===== src/rtl/game_pkg.sv =====
`default_nettype none
// +--------------------------------------------------------------------+
// | game_pkg : shared state encoding, default constants, period fn     |
// | Revision : 1.0                                                     |
// +--------------------------------------------------------------------+
package game_pkg;

  localparam int DEF_CNT_W       = 25;
  localparam int DEF_NUM_LEVELS  = 8;
  localparam int DEF_BASE_PERIOD = 25_000_000;
  localparam int DEF_STEP_PERIOD = 2_500_000;
  localparam int DEF_MIN_PERIOD  = 5_000_000;

  typedef enum logic [1:0] {
    ST_IDLE  = 2'd0,
    ST_RUN   = 2'd1,
    ST_PAUSE = 2'd2
  } state_e;

  // Evaluated wide and compared before subtracting, so a large level never wraps.
  function automatic logic [63:0] period_of(input logic [63:0] lvl,
                                            input logic [63:0] base,
                                            input logic [63:0] step,
                                            input logic [63:0] floor);
    logic [63:0] dec;
    dec = lvl * step;
    if (dec + floor >= base) return floor;
    return base - dec;
  endfunction

endpackage
`default_nettype wire


===== src/rtl/game_tick_gen.sv =====
`default_nettype none
// +--------------------------------------------------------------------+
// | game_tick_gen : level-scaled game tick with run/pause/single-step  |
// | Revision      : 1.0                                                |
// +--------------------------------------------------------------------+
module game_tick_gen
  import game_pkg::*;
#(
  parameter int CNT_W       = DEF_CNT_W,
  parameter int NUM_LEVELS  = DEF_NUM_LEVELS,
  parameter int BASE_PERIOD = DEF_BASE_PERIOD,
  parameter int STEP_PERIOD = DEF_STEP_PERIOD,
  parameter int MIN_PERIOD  = DEF_MIN_PERIOD,
  localparam int LVL_W      = $clog2(NUM_LEVELS)
) (
  input  logic             clk,
  input  logic             reset,
  input  logic             enable,
  input  logic             step,
  input  logic             level_up,
  input  logic             level_set,
  input  logic [LVL_W-1:0] level_val,
  output logic             tick,
  output logic             game_clock,
  output logic [LVL_W-1:0] level,
  output logic             paused
);

  localparam logic [LVL_W-1:0] MAX_LVL = LVL_W'(NUM_LEVELS - 1);

  state_e             state_q, state_d;
  logic [CNT_W-1:0]   cnt_q, cnt_d;
  logic [CNT_W-1:0]   period_q, period_d;
  logic [LVL_W-1:0]   level_q, level_d;
  logic               tick_q, tick_d;
  logic               game_clock_q, game_clock_d;
  logic [CNT_W-1:0]   period_new;

  assign period_new = CNT_W'(period_of(64'(level_q), 64'(BASE_PERIOD),
                                       64'(STEP_PERIOD), 64'(MIN_PERIOD)));

  always_comb begin
    state_d  = state_q;
    cnt_d    = cnt_q;
    period_d = period_q;
    tick_d   = 1'b0;
    case (state_q)
      ST_IDLE: begin
        if (enable) begin
          state_d  = ST_RUN;
          cnt_d    = '0;
          period_d = period_new;
        end
      end
      ST_RUN: begin
        // The cycle in which enable drops still counts, so pausing loses no time.
        if (cnt_q == period_q - CNT_W'(1)) begin
          tick_d   = 1'b1;
          cnt_d    = '0;
          period_d = period_new;
        end else begin
          cnt_d = cnt_q + CNT_W'(1);
        end
        if (!enable) state_d = ST_PAUSE;
      end
      ST_PAUSE: begin
        if (enable) begin
          state_d = ST_RUN;
        end else if (step) begin
          tick_d = 1'b1;
          cnt_d  = '0;
        end
      end
      default: state_d = ST_IDLE;
    endcase
  end

  always_comb begin
    level_d = level_q;
    if (level_set) begin
      level_d = (level_val > MAX_LVL) ? MAX_LVL : level_val;
    end else if (level_up && (level_q != MAX_LVL)) begin
      level_d = level_q + LVL_W'(1);
    end
  end

  assign game_clock_d = game_clock_q ^ tick_d;

  always_ff @(posedge clk or posedge reset) begin
    if (reset) begin
      state_q      <= ST_IDLE;
      cnt_q        <= '0;
      period_q     <= CNT_W'(BASE_PERIOD);
      level_q      <= '0;
      tick_q       <= 1'b0;
      game_clock_q <= 1'b0;
    end else begin
      state_q      <= state_d;
      cnt_q        <= cnt_d;
      period_q     <= period_d;
      level_q      <= level_d;
      tick_q       <= tick_d;
      game_clock_q <= game_clock_d;
    end
  end

  assign tick       = tick_q;
  assign game_clock = game_clock_q;
  assign level      = level_q;
  assign paused     = (state_q != ST_RUN);

endmodule
`default_nettype wire


===== config.mk =====
export PLATFORM = sky130hd
export DESIGN_NAME = game_tick_gen
export DESIGN_NICKNAME = d
export VERILOG_FILES = /design/src/rtl/game_pkg.sv /design/src/rtl/game_tick_gen.sv
export SDC_FILE = /design/constraint.sdc
export NUM_CORES = 1
export LEC_CHECK = 0
export ABC_AREA = 1
export CAP_MARGIN = 20
export CORE_ASPECT_RATIO = 0.6
export CORE_MARGIN = 1
export CORE_UTILIZATION = 64
export DETAILED_ROUTE_END_ITERATION = 8
export PLACE_DENSITY = 0.81
export SLEW_MARGIN = 25
export SYNTH_ARGS = -nofsm -noshare
export SYNTH_HDL_FRONTEND = slang
export SYNTH_SLANG_ARGS = --single-unit

===== constraint.sdc =====
create_clock -name clk -period 8.7 [get_ports clk]
set_input_delay 1.305 -clock clk [delete_from_list [all_inputs] [get_ports clk]]
set_output_delay 1.305 -clock clk [all_outputs]
set_load 0.05 [all_outputs]

==> metrics.md, run 1 <==
| Metric | Value |
|---|---|
| Status | completed |
| Post-synthesis mux area share | 0% |
| CP peak stage delay | 0.73 ns |
| Total CTS buffers | 5 |
| Crit path time final | 4.39 ns |
| CP Cell Sequence | inv_2, ha_1, nand2_1, fa_1, nand3b_1, nand2_1, nand3_2, nand2_2, nand2_4, nand2_1, nand3_1, nand3_1, nor2_1, nor2_2, nand3_1, nand2_1, inv_1 |
| Cell Area, Synth | 5310 um2 |
| Critical path fanouts, max | 20 |
| Synth area leaders | dfrtp_1 (19%), nand2_1 (15%), nand3_1 (9.2%) |
| Top sig layer | met4 |
| Routed WL per cell | 16.0 um |
| Nets | 846 |
| Total GRT Usage | 36.0% |
| Die ar. | 8680 um2 |
| DRT Pass-1 Iters | 8 |
| Area growth from synthesis to layout | 6.26% |
| Register area share after synthesis | 24.8% |
| Peak supply drop | 0.175 mV |
| H-tree level count | 2 |
| Slew HR | 43.5% |
| Num Clock Sinks | 52 |
| Number of global-route vias before repair | 5035 |
| Slowest CP cell | dfrtp_1 |
| CP required | 8.89 ns |
| First DRT Iteration DRCs | 514 |
| Worst hold slack | 0.469 ns |
| Syn avg cell area | 6.64 um2 |
| Final WL | 14.7 mm |
| Worst-Skew Late Latency | 0.30 ns |
| Synth async-reset ratio | 100% |
| Detail Route Antenna Nets | 0 |
| GP Congestion | 0.999 |
| Die Ht | 72.6 um |
| Final Max Tran Viols | 0 |
| Number of synthesized flops with an enable pin | 0 |
| Largest family of logic cells by synthesized area | simple AND/OR/NAND/NOR gates |
| Synth Area in Compound Gates | 6.67% |
| Initial antenna violation count | 0 |
| Post-synth top flop | dfrtp_1 |
| Resize count post-CTS | 0 |
| Postcts setup bufs | 0 |
| Most instantiated cells after synthesis | nand2_1 (212), nand3_1 (98), inv_1 (96) |
| Cells after Synth | 800 |
| Endpoints failing setup | 0 |
| Clk slew on worst S/H paths | 0.07 ns |
| Ys Warns | 0 |
| Max Buffers Root-to-Sink | 2 |
| PwrDens | 256 nW/um2 |
| Distinct cells, synth | 47 |
| Critical path endpoint category | flop |
| Final Hold Vio Count | 0 |
| Synth Area in Adders | 7.02% |
| Synth Area in Simple Gates | 42.8% |
| Starting Density | 66.9% |
| Synth Area in XOR/XNOR | 9.16% |
| Residual DRC count | 0 |
| Number of max-cap violations | 0 |
| Row count | 25 |
| Ant diodes | 0 |
| Largest net degree at the start of global routing | 53 |
| Static Leak | 2.72 nW |
| Clock Skew | 0.00639 ns |
| Clk Tree Root Cell | clkbuf_16 |
| Yosys top cell area share | 18.8% |
| Critical path startpoint category | flop |
| Via/cell ratio | 5.95 |
| WL met1 | 6.85 mm |
| Met2 WL | 5.92 mm |
| Most area-hungry cell type in the Yosys netlist | dfrtp_1 |
| Port bufs | 14 |
| FF+latch count, synth | 52 |
| CTS Hold Buffers Added | 0 |
| RSZ-0062 raised after global routing | false |
| Core area | 7950 um2 |
| Most common cell in the synthesized netlist | nand2_1 |
| Hold Path Class | flop to flop |
| Die W | 120 um |
| Most frequent CP cell | nand2_1 |
| Dpl hpwl | 11.4 mm |
| I/O pin count | 15 |
| Fraction of layout cells with a size suffix above 1 | 10.1% |
| Worst Max-Slew Pin Slew | 0.846 ns |
| Setup tns final | 0 ns |
| Crit Path Class | flop to flop |
| Met3 WL post-DR | 1.81 mm |
| Total gr overflow | 0 |
| Syn Nets | 837 |
| F_max | 228 MHz |
| Worst Path Arrival | 4.58 ns |
| Via count | 5463 |
| Global-route wire length before repair | 24.5 mm |
| Final worst-path cycle share | 50.4% |
| CTS tree | yes |
==> power breakdown <==
group	total [mW]	internal, mW	switching (mW)	leakage (nW)
clock	0.204	0.115	0.0891	0.0712
sequential	0.395	0.317	0.0771	0.658
combinational	0.844	0.270	0.574	1.99
==> metrics by stage <==
stage          util (%)  total power, mW  std cells  cell area (um2)  setup slack [ns]
2_1_floorplan         -             1.03        800             5310              5.15
3_5_place_dp       69.2             1.21        910             5500              4.46
6_report           71.1             1.44        918             5650              4.31
4_1_cts            71.1             1.42        918             5650              4.43
3_3_place_gp       69.2             1.18        910             5500              4.70
5_1_grt            71.1             1.56        918             5650              3.97
==> logic make-up after synthesis <==
family | count (synthesis)
compound gates | 61
flops | 52
fa+ha+maj | 28
xor+xnor | 54
buf+inv | 119
simple gates | 486
==> area by class of cell <==
class	instances	area, um2
fillers	682	2300
clock buffers	8	146
flip-flops and latches	52	1320
multi-input cells	629	3490
well taps	108	135
inverters	105	402
repair buffers	16	155
==> final timing paths <==
check | startpoint | to | slack (ns) | cells after the start
worst min-delay path | game_clock$_DFF_PP0_ | game_clock$_DFF_PP0_ | 0.47 | 1
worst max register to register | level[0]$_DFFE_PP0P_ | period_q[8]$_DFFE_PP0P_ | 4.31 | 17
min in group asynchronous | reset | cnt_q[11]$_DFFE_PP0P_ | 1.49 | 3
worst max-delay path | level[0]$_DFFE_PP0P_ | period_q[8]$_DFFE_PP0P_ | 4.31 | 17
worst min register to register | game_clock$_DFF_PP0_ | game_clock$_DFF_PP0_ | 0.47 | 1
max in group asynchronous | reset | state_q[0]$_DFFE_PP0P_ | 6.75 | 3
==> worst max-delay path, delay by kind of cell, from the launching register on <==
kind,cells,cell delay [ns]
and+or+nand+nor,13,1.99
DFF,1,0.73
buffers and inverters,2,0.30
adders and majority gates,2,1.25
==> registers in the layout (all words and copies together) (netlist names) <==
name,flops
period_q,20
cnt_q,25
game_clock,1
tick,1
level,3
state_q,2
==> layer usage <==
metal  GRT usage (%)  vias to the layer above
li1                -                     2568
met1            53.3                     2555
met2            51.8                      322
met3            10.9                       18
met4            6.39                        0
met5               0                        -
==> layout by cell type, fill, tap and decap left out, types with 15 or more instances in the layout <==
cell type,count
nor2_1,95
nand2_2,17
ha_1,25
nand4_1,15
xor2_1,39
nand2_1,212
nand3_1,98
dfrtp_1,40
inv_1,95
o21ai_0,23
No activity file was read; power rests on OpenSTA's default activity.
==> inputs of run 2 (changes only) <==
--- a/config.mk
+++ b/config.mk
@@ -9,9 +9,9 @@
 export CAP_MARGIN = 20
 export CORE_ASPECT_RATIO = 0.6
 export CORE_MARGIN = 1
-export CORE_UTILIZATION = 64
+export CORE_UTILIZATION = 57
 export DETAILED_ROUTE_END_ITERATION = 8
-export PLACE_DENSITY = 0.81
+export PLACE_DENSITY = 0.77
 export SLEW_MARGIN = 25
 export SYNTH_ARGS = -nofsm -noshare
 export SYNTH_HDL_FRONTEND = slang
==> constraint.sdc (replaced) <==
create_clock -name clk -period 3.9 [get_ports clk]
set_input_delay 0.585 -clock clk [delete_from_list [all_inputs] [get_ports clk]]
set_output_delay 0.585 -clock clk [all_outputs]
set_load 0.05 [all_outputs]
==> run 2 against run 1 <==
Effect of this change:
- register-to-register slack worse by 4.0 ns
- sequential share of layout area is 0.32 points lower
- flip-flop and latch count stayed put
==> metrics.md, run 2 (synthesis results as in run 1) <==
| Metric | Value |
|---|---|
| Static Leak | 2.76 nW (+1.6%) |
| Sequential Power Share | 26.7% (-0.6 points) |
| Die Ht | 76.8 um (+5.8%) |
| Die ar. | 9720 um2 (+12%) |
| Switching share of power | 51.4% (about the same) |
| Final Hold Vio Count | 0 (unchanged) |
| Total gr overflow | 0 (unchanged) |
| Critical path endpoint category | flop |
| I/O pin count | 15 (unchanged) |
| Commonest cells after routing, fill and taps aside | nand2_1 (212), nand3_1 (98), inv_1 (95), nor2_1 (95), dfrtp_1 (40) |
| Dpl hpwl | 11.3 mm (-1.2%) |
| Num Clock Sinks | 52 (unchanged) |
| Routed WL per cell | 15.4 um (-4.0%) |
| Worst-Skew Late Latency | 0.30 ns (about the same) |
| Die W | 127 um (+5.9%) |
| DRT Pass-1 Iters | 6 (-2) |
| Worst Max-Slew Pin Slew | 0.582 ns (-0.264 ns) |
| Comb power frac | 59.3% (+0.8 points) |
| Clock Skew | 0.00750 ns (+0.00110 ns) |
| Residual DRC count | 0 (unchanged) |
| Final cell count without fillers | 932 (+1.5%) |
| GP Congestion | 1.03 (+3.0%) |
| Switching power | 1.66 mW (+120%) |
| Crit path time final | 3.60 ns (-0.784 ns) |
| RSZ-0062 raised after global routing | false |
| Placed cells | 924 (+1.5%) |
| Hold Path Class | flop to flop |
| Most frequent CP cell | nand2_1 |
| Slew HR | 61.0% (+17 points) |
| Clock Power Share | 14.0% (about the same) |
| Final worst-path cycle share | 92.3% (+42 points) |
| Reg2Reg Setup Slack | 0.30 ns (-4.02 ns) |
| Ant diodes | 0 (unchanged) |
| Final WL | 14.3 mm (-2.5%) |
| Number of global-route vias before repair | 4817 (-4.3%) |
| Slowest CP cell | fa_1 |
| Endpoints failing setup | 0 (unchanged) |
| CTS tree | yes |
| Max Buffers Root-to-Sink | 2 (unchanged) |
| Worst Path Arrival | 3.78 ns (-0.80 ns) |
| CP required | 4.08 ns (-4.81 ns) |
| Detail Route Antenna Nets | 0 (unchanged) |
| Via count | 5326 (-2.5%) |
| Crit Path Class | flop to flop |
| Status | completed |
| F_max | 278 MHz (+22%) |
| H-tree level count | 2 (unchanged) |
| Area growth from synthesis to layout | 7.75% |
| PwrDens | 566 nW/um2 (+120%) |
| Peak supply drop | 0.304 mV (+73%) |
| Most common cell after layout, fill and taps aside | nand2_1 |
| Number of flip-flops in the largest register | 25 (unchanged) |
| Clk Tree Root Cell | clkbuf_16 |
| Final Max Tran Viols | 0 (unchanged) |
| Total CTS buffers | 5 (unchanged) |
| Fraction of layout cells with a size suffix above 1 | 11.3% (+1.2 points) |
| First DRT Iteration DRCs | 609 (+18%) |
| Port bufs | 14 (unchanged) |
| CP Cell Sequence | ha_1, inv_1, fa_1, nand3b_1, nand2_1, nand3_2, inv_1, nand2_1, nand2_1, nand3_1, o21ai_0, nand2_1, nand2_1, nand3_1, nand2_1, nand2_2, nand3_1, o21ai_0 |
| Clk slew on worst S/H paths | 0.07 ns (about the same) |
| Critical path fanouts, max | 20 (unchanged) |
| Starting Density | 60.5% (-6.4 points) |
| Cell Int Power | 1.58 mW (+120%) |
| Postcts setup bufs | 0 (unchanged) |
| CTS Hold Buffers Added | 0 (unchanged) |
| CP peak stage delay | 0.64 ns (-0.09 ns) |
| Row count | 26 (+4.0%) |
| Top reg by flops | cnt_q |
| Core area | 8780 um2 (+11%) |
| Global-route wire length before repair | 24.0 mm (-2.3%) |
| Resize count post-CTS | 0 (unchanged) |
| Largest net degree at the start of global routing | 37 (-30%) |
| Setup tns final | 0 ns (unchanged) |
| Via/cell ratio | 5.71 (-4.0%) |
| Nets | 856 (+1.2%) |
| Total GRT Usage | 31.3% (-4.7 points) |
| Critical path startpoint category | flop |
| R2R cell count | 18 (+1) |
| Hold Path Cell Cnt | 1 (unchanged) |
| Number of max-cap violations | 0 (unchanged) |
| Initial antenna violation count | 0 (unchanged) |
[run 2: changes by cell type in the layout (fill, tap and decap cells not counted)]
cell        change
buf_4          +10
clkbuf_8        -1
clkbuf_1        -1
clkinvlp_4      +1
clkinv_4        +1
[run 2: power by group through the flow]
stage / logic, mW / registers (mW) / clock network [mW]
floorplan: 1.42 / 0.864 / 0
global placement: 1.81 / 0.860 / 0
detailed placement: 1.86 / 0.864 / 0
CTS: 1.87 / 0.858 / 0.461
global route: 2.14 / 0.881 / 0.484
finish: 1.92 / 0.864 / 0.455
[run 2: path summary, 6_finish.rpt]
kind,start,endpoint
setup / recovery,level[1]$_DFFE_PP0P_,period_q[5]$_DFFE_PP0P_
hold / removal,game_clock$_DFF_PP0_,game_clock$_DFF_PP0_
setup reg to reg,level[1]$_DFFE_PP0P_,period_q[5]$_DFFE_PP0P_
hold reg to reg,game_clock$_DFF_PP0_,game_clock$_DFF_PP0_
max in group asynchronous,reset,state_q[0]$_DFFE_PP0P_
min in group asynchronous,reset,cnt_q[8]$_DFFE_PP0P_
[run 2: layout make-up]
cell class              instances  area, um2
clock buffers                   6        129
fillers                       775       3060
multi-input cells             629       3490
well taps                     112        140
clock inverters                 2       16.3
inverters                     105        402
flip-flops and latches         52       1320
repair buffers                 26        230
[run 2: metal layers]
metal | up-vias | GRT usage, % | routed length (um) | share of wire [%]
met5 | - | 0 | 0 | 0
met4 | 0 | 7.11 | 153 | 1.1
met3 | 18 | 7.40 | 1600 | 11
met2 | 272 | 42.7 | 5490 | 38
met1 | 2437 | 48.7 | 7080 | 49
li1 | 2599 | - | - | -
[run 2: through the flow]
stage          cell area (um2)  hold slack [ns]  utilization (%)  power (mW)  setup WS (ns)
2_1_floorplan             5310            0.455                -        2.29          0.349
3_3_place_gp              5580            0.465             63.5        2.67          0.465
3_5_place_dp              5580            0.472             63.5        2.73          0.426
4_1_cts                   5720            0.480             65.2        3.19          0.406
5_1_grt                   5720            0.492             65.2        3.50         0.0999
6_report                  5720            0.474             65.2        3.24          0.299
[run 2: worst max-delay path: cells and delay by family (launching register included)]
family,cells,cell delay [ns]
AOI/OAI and AO/OA,2,0.41
adders and majority gates,2,1.01
buffers and inverters,2,0.27
DFF,1,0.46
and+or+nand+nor,12,1.32
